**src/rtl/timer_led_mmio.sv**
```systemverilog
// Memory-mapped timer / systick / LED / digit-display responder.
// Single-cycle writes, combinational zero-wait-state reads.
module timer_led_mmio #(
  parameter logic [31:0] BASE_ADDR    = 32'h4000_0000,
  parameter logic [31:0] TIMER_RST_TH = 32'hFFFF_F000
) (
  input  logic        clk,
  input  logic        reset,
  input  logic        MemRead,
  input  logic        MemWrite,
  input  logic [31:0] MemBus_Address,
  input  logic [31:0] MemBus_Write_Data,
  output logic [31:0] Device_Read_Data,
  output logic        irq,
  output logic [11:0] leds,
  output logic [11:0] digi
);

  localparam logic [2:0] IDX_TH      = 3'd0;
  localparam logic [2:0] IDX_TL      = 3'd1;
  localparam logic [2:0] IDX_TCON    = 3'd2;
  localparam logic [2:0] IDX_LED     = 3'd3;
  localparam logic [2:0] IDX_DIGI    = 3'd4;
  localparam logic [2:0] IDX_SYSTICK = 3'd5;

  logic [31:0] th;
  logic [31:0] tl;
  logic [2:0]  tcon;
  logic [11:0] led_reg;
  logic [11:0] digi_reg;
  logic [31:0] systick;

  logic [2:0]  idx;
  logic        hit;
  logic        wr_en;
  logic        unused_addr;

  assign idx         = MemBus_Address[4:2];
  assign hit         = (MemBus_Address[31:5] == BASE_ADDR[31:5]) && (idx <= IDX_SYSTICK);
  assign wr_en       = MemWrite && hit;
  assign unused_addr = ^MemBus_Address[1:0];

  // Counter update first; a same-cycle bus write to TL/TCON then takes precedence.
  always_ff @(posedge clk) begin
    if (reset) begin
      th       <= TIMER_RST_TH;
      tl       <= 32'h0;
      tcon     <= 3'b000;
      led_reg  <= 12'h000;
      digi_reg <= 12'h000;
      systick  <= 32'h0;
    end else begin
      systick <= systick + 32'd1;
      if (tcon[0]) begin
        if (tl == 32'hFFFF_FFFF) begin
          tl <= th;
          if (tcon[1]) begin
            tcon[2] <= 1'b1;
          end
        end else begin
          tl <= tl + 32'd1;
        end
      end
      if (wr_en) begin
        case (idx)
          IDX_TH:   th       <= MemBus_Write_Data;
          IDX_TL:   tl       <= MemBus_Write_Data;
          IDX_TCON: tcon     <= MemBus_Write_Data[2:0];
          IDX_LED:  led_reg  <= MemBus_Write_Data[11:0];
          IDX_DIGI: digi_reg <= MemBus_Write_Data[11:0];
          default:  ;
        endcase
      end
    end
  end

  always_comb begin
    Device_Read_Data = 32'h0;
    if (MemRead && hit) begin
      case (idx)
        IDX_TH:      Device_Read_Data = th;
        IDX_TL:      Device_Read_Data = tl;
        IDX_TCON:    Device_Read_Data = {29'h0, tcon};
        IDX_LED:     Device_Read_Data = {20'h0, led_reg};
        IDX_DIGI:    Device_Read_Data = {20'h0, digi_reg};
        IDX_SYSTICK: Device_Read_Data = systick;
        default:     Device_Read_Data = 32'h0;
      endcase
    end
  end

  assign irq  = tcon[2];
  assign leds = led_reg;
  assign digi = digi_reg;

endmodule
```
**config.mk**
```make
export PLATFORM = sky130hd
export DESIGN_NAME = timer_led_mmio
export DESIGN_NICKNAME = d
export VERILOG_FILES = /design/src/rtl/timer_led_mmio.sv
export SDC_FILE = /design/constraint.sdc
export NUM_CORES = 1
export LEC_CHECK = 0
export CAP_MARGIN = 20
export CORE_MARGIN = 1.5
export CORE_UTILIZATION = 53
export CTS_CLUSTER_SIZE = 25
export DETAILED_ROUTE_END_ITERATION = 10
export GPL_TIMING_DRIVEN = 0
export HOLD_SLACK_MARGIN = 0.15
export PLACE_DENSITY_LB_ADDON = 0.05
export SYNTH_ARGS = -nofsm -noshare
export SYNTH_HDL_FRONTEND = slang
export SYNTH_SLANG_ARGS = --single-unit
```
**constraint.sdc**
```tcl
create_clock -name clk -period 3.8 [get_ports clk]
set_input_delay 0.38 -clock clk [delete_from_list [all_inputs] [get_ports clk]]
set_output_delay 0.38 -clock clk [all_outputs]
set_load 0.005 [all_outputs]
```
==> out/results.tsv, run 1 <==
metric	value	unit
initial_utilization	54.6	%
timing.rr.start	tl[18]	
cts_tree	yes	
path_class	primary input to primary output	
hold_class	primary input to flop	
grt_total_ovfl	0	
clock_latency	430	ps
fmax	298	MHz
most-common-layout-cells	nor2_1 (144), dfxtp_1 (123), clkdlybuf4s50_1 (119)	
grt_start_max_net_pins	17	
hold_path.startpoint	reset	
clock_sinks	123	
cts_resized	0	
violations_in_the_final_reports	design-rule violations	
die_area	13800	µm²
synth_area_per_cell	8.23	µm²
gp_congestion	0.960	
ys_seq_elements	123	
largest_registers	systick x32, th x32, tl x32	
cp_data_arrival_time	2970	ps
timing.max_cap.violations	0	
dr.pass1.iters	9	
global_route_wire_length_before_repair	36900	µm
number_of_synthesized_flops_with_an_enable_pin	0	
postSynth.asyncResetShare	0	%
leakage	3.11	nW
routed_via_density	6.11	
fin_tns_setup	0	ps
antenna_left	0	
worst-slew-pin-transition	714	ps
relSlewSlack	52.4	%
commonest_non_fill_non_tap_cell_in_the_layout	nor2_1	
nets	1052	
run_status	complete, but fails checks	
cts_buffer_depth	2	
areaGrowthSynthToFinish	28.7	%
chipWidth	118	µm
holdWs	453	ps
worst-endpoint-required	3420	ps
fin_worst_skew	6.93	ps
detail_route.drc_violations	1	
place.port_buffers	119	
syn-instance-count	844	
power_density	351	nW/µm²
holdPathStages	3	
chipHeight	118	µm
placementRows	41	
final_util	70.3	%
core_region_area	12700	µm²
tritoncts.num_buffers	17	
first_global_vias	6915	
final.period_utilization	88.2	%
syn-num-nets	914	
synth_seq_area_share	35.4	%
timing_max_transition_violations_final	0	
irDropWorstVdd	291	µV
count_of_endpoints_failing_setup_in_the_final_report	0	
cts.clk_slew.worst_paths	60	ps
worst-path-max-fanout	10	
netlist_area	6950	µm²
hpwl	17500	µm
routed-via-count	7126	
routed_wl	23700	µm
cp-end-kind	primary output	
post-route-min-period	3350	ps
synth_cell_type_count	63	
worst_setup_sp_type	primary input	
drive_above_1_share	8.74	%
ios	125	
total_setup_buffers_inserted_after_cts	0	
antenna_violations_before_repair	0	
htree_num_levels	4	
synth-main-ff-cell	dfxtp_1	
insertedDiodeCount	0	
timing.critical_path.from	MemBus_Address[7]	
ys_warn_count	0	
worst_r2r_path_cells	7	
clk_root_buffer_cell	clkbuf_16	
drt_iter0_drc	710	
grt_setup_unrepaired	no	
routed_wire_length_per_instance	20.3	µm
timing.final.hold_violations	0	
cts-hold-fix-buffers	0	
global_route.usage.total	34.0	%
==> worst max-delay path, cell delays in order <==
cell and delay, ps:
clkdlybuf4s50_1 400, or4_4 550, nand4b_4 180, nor2_1 260
nand3_1 190, clkbuf_1 280, nor2_1 190, clkdlybuf4s50_1 530
==> final timing paths <==
path / endpoint / slack, ps
worst max-delay path: Device_Read_Data[31] / 450
worst min-delay path: tl[27] / 450
worst max register to register: tl[26] / 1190
worst min register to register: th[11] / 480
==> report_power, final <==
| group | total, mW | leakage (nW) | switching [mW] | internal, mW |
|---|---|---|---|---|
| registers | 1.30 | 0.992 | 0.00490 | 1.29 |
| clock network | 1.64 | 0.279 | 0.665 | 0.976 |
| logic | 0.200 | 1.84 | 0.109 | 0.0915 |
| total | 3.14 | 3.11 | 0.779 | 2.36 |
==> cell usage after synthesis (all sizes together), types with 8 or more instances <==
cell type  count  area [µm²]
and2          30         190
nand2         86         323
inv            8        30.0
xor2          24         210
a211oi        16         140
dfxtp        123        2460
nor3          13        87.6
mux2i         51         510
nor4          12         130
nor2         144         541
and4           8        70.1
nand3         35         175
clkbuf        43         163
a211o         21         184
and3          14        87.6
xnor2         19         166
o21ai         12        60.1
a22oi         10        75.1
nand4         22         153
a21oi         61         305
buf           19         126
==> layout make-up <==
| class | count | area [µm²] |
|---|---|---|
| Buffer | 62 | 289 |
| Inverter | 8 | 30.0 |
| Clock inverter | 15 | 164 |
| Sequential cell | 123 | 2460 |
| Tap cell | 172 | 215 |
| Multi-Input combinational cell | 651 | 4170 |
| Fill cell | 1058 | 3780 |
| Timing Repair Buffer | 119 | 1190 |
| Clock buffer | 17 | 425 |
==> metrics by stage <==
step | worst slack (ps) | total power, mW | std cells | instance area, µm²
final | 449 | 3.14 | 1167 | 8940
after CTS | 468 | 3.14 | 1167 | 8940
after global routing | 349 | 3.21 | 1167 | 8940
after detailed placement | 474 | 1.52 | 1135 | 8360
after global placement | 493 | 1.52 | 1135 | 8360
after floorplan | 1600 | 1.41 | 844 | 6950
==> per-layer routing <==
layer / track usage (%) / wire, µm
met1: 42.9 / 9690
met2: 55.2 / 11000
met3: 7.36 / 1930
met4: 17.1 / 1040
met5: 0 / 0
==> cells by family after synthesis <==
logic type,count (synthesis),synth area share (%)
AND/OR/NAND/NOR,385,28.0
AO/OA/AOI/OAI,156,15.5
flip-flops,123,35.4
buffers and inverters,70,4.59
multiplexers,65,10.7
XOR/XNOR,43,5.42
adder cells (fa/ha/maj),2,0.360
Note: power is estimated with default switching activity, not from simulation.
==> run 2, diff against run 1 <==
- RECOVER_POWER: not set -> 50
==> out/results.tsv, run 2 (synthesis results as in run 1) <==
metric	value	unit
largest_registers	systick x32, th x32, tl x32	
chipWidth	118	µm
worst-path-max-fanout	10	
count_of_endpoints_failing_setup_in_the_final_report	0	
placementRows	41	
antenna_violations_before_repair	0	
clock_sinks	123	
final.period_utilization	87.8	%
most-common-layout-cells	nor2_1 (144), dfxtp_1 (123), clkdlybuf4s50_1 (94)	
path_class	primary input to primary output	
antenna_left	0	
grt_start_max_net_pins	17	
timing.final.hold_violations	0	
dr.pass1.iters	6	
power_density	353	nW/µm²
cp-end-kind	primary output	
hpwl	17500	µm
post-route-min-period	3340	ps
drive_above_1_share	7.54	%
routed-via-count	7105	
timing.critical_path.slowest_cell_delay	540	ps
insertedDiodeCount	0	
clock_latency	420	ps
routed_wl	23600	µm
worst_setup_sp_type	primary input	
cts.clk_slew.worst_paths	60	ps
grt_setup_unrepaired	no	
nets	1052	
cpMaxStageDelayCell	or4_4	
worst-slew-pin-transition	1470	ps
total_power	3.14	mW
global_route_wire_length_before_repair	36900	µm
chipHeight	118	µm
cts_resized	0	
core_region_area	12700	µm²
initial_utilization	54.6	%
areaGrowthSynthToFinish	27.9	%
violations_in_the_final_reports	max-capacitance violations	
worst-endpoint-required	3420	ps
cts_tree	yes	
fin_tns_setup	0	ps
ios	125	
gp_congestion	0.960	
leakage	3.16	nW
first_global_vias	6915	
timing.max_cap.violations	1	
routed_wire_length_per_instance	20.2	µm
drt_iter0_drc	673	
grt_total_ovfl	0	
htree_num_levels	4	
routed_via_density	6.09	
worstPathCellList	clkdlybuf4s50_1, or4_4, nand4b_4, nor2_1, nand3_1, clkbuf_1, nor2_1, clkdlybuf4s50_1	
irDropWorstVdd	290	µV
cts_buffer_depth	2	
run_status	complete, but fails checks	
place.port_buffers	119	
clk_root_buffer_cell	clkbuf_16	
hold_class	primary input to flop	
die_area	13800	µm²
fin_worst_skew	6.65	ps
relSlewSlack	1.25	%
commonest_non_fill_non_tap_cell_in_the_layout	nor2_1	
cp_data_arrival_time	2960	ps
global_route.usage.total	34.0	%
tritoncts.num_buffers	17	
timing_max_transition_violations_final	0	
detail_route.drc_violations	0	
cts-hold-fix-buffers	0	
total_setup_buffers_inserted_after_cts	0	
fmax	300	MHz
run 2: cell types whose count changed in the layout (fill, tap and decap cells not counted), moves of 3 or more:
cell / before / now
buf_2: 11 / 6
clkbuf_1: 42 / 49
clkdlybuf4s50_1: 119 / 94
dlygate4sd3_1: 0 / 25
nor4_1: 6 / 10
nor4_2: 4 / 1
run 2: metrics by stage:
step	area (µm²)	hold WS (ps)	worst slack (ps)	util, %	instances
floorplan	6950	440	1600	-	844
global placement	8360	455	493	65.7	1135
detailed placement	8360	471	474	65.7	1135
CTS	8940	420	468	70.3	1167
global route	8890	503	280	69.9	1167
finish	8890	451	465	69.9	1167
run 2: power breakdown:
part,total (mW),switching (mW),internal [mW]
Sequential,1.30,0.00486,1.29
Combinational,0.199,0.108,0.0913
Clock,1.64,0.665,0.976
Total,3.14,0.777,2.36
run 2: critical path: cells and delay by family:
| kind | cells | cell delay [ps] |
|---|---|---|
| and+or+nand+nor | 5 | 1370 |
| buffers and inverters | 3 | 1210 |
run 2: final cells by class:
class	count	area (µm²)
inverter	8	30.0
clock inverter	15	164
multi-input combinational	651	4130
buffer	62	272
tap	172	215
fill	1071	3830
clock buffer	17	425
timing repair buffer	119	1190
sequential	123	2460
run 2: worst paths after layout:
check                                       start  cells past startpoint                   end  slack [ps]
worst max-delay path            MemBus_Address[7]                      8  Device_Read_Data[31]         460
worst min-delay path                        reset                      3                tl[27]         450
worst max register to register         systick[0]                      6           systick[28]         680
worst min register to register             th[11]                      2                th[11]         480
run 2: routing by layer:
metal / GRT usage, % / wire length, µm
met2: 55.2 / 11000
met4: 17.1 / 1040
met3: 7.36 / 1900
met1: 42.9 / 9720
met5: 0 / 0
==> run 3, diff against run 2 <==
- CAP_MARGIN: 20 -> not set
- CTS_BUF_LIST: not set -> sky130_fd_sc_hd__clkbuf_4 sky130_fd_sc_hd__clkbuf_8 sky130_fd_sc_hd__clkbuf_16
==> results of run 3 <==
Final layout, timing and power as in run 2 (identical DEF).
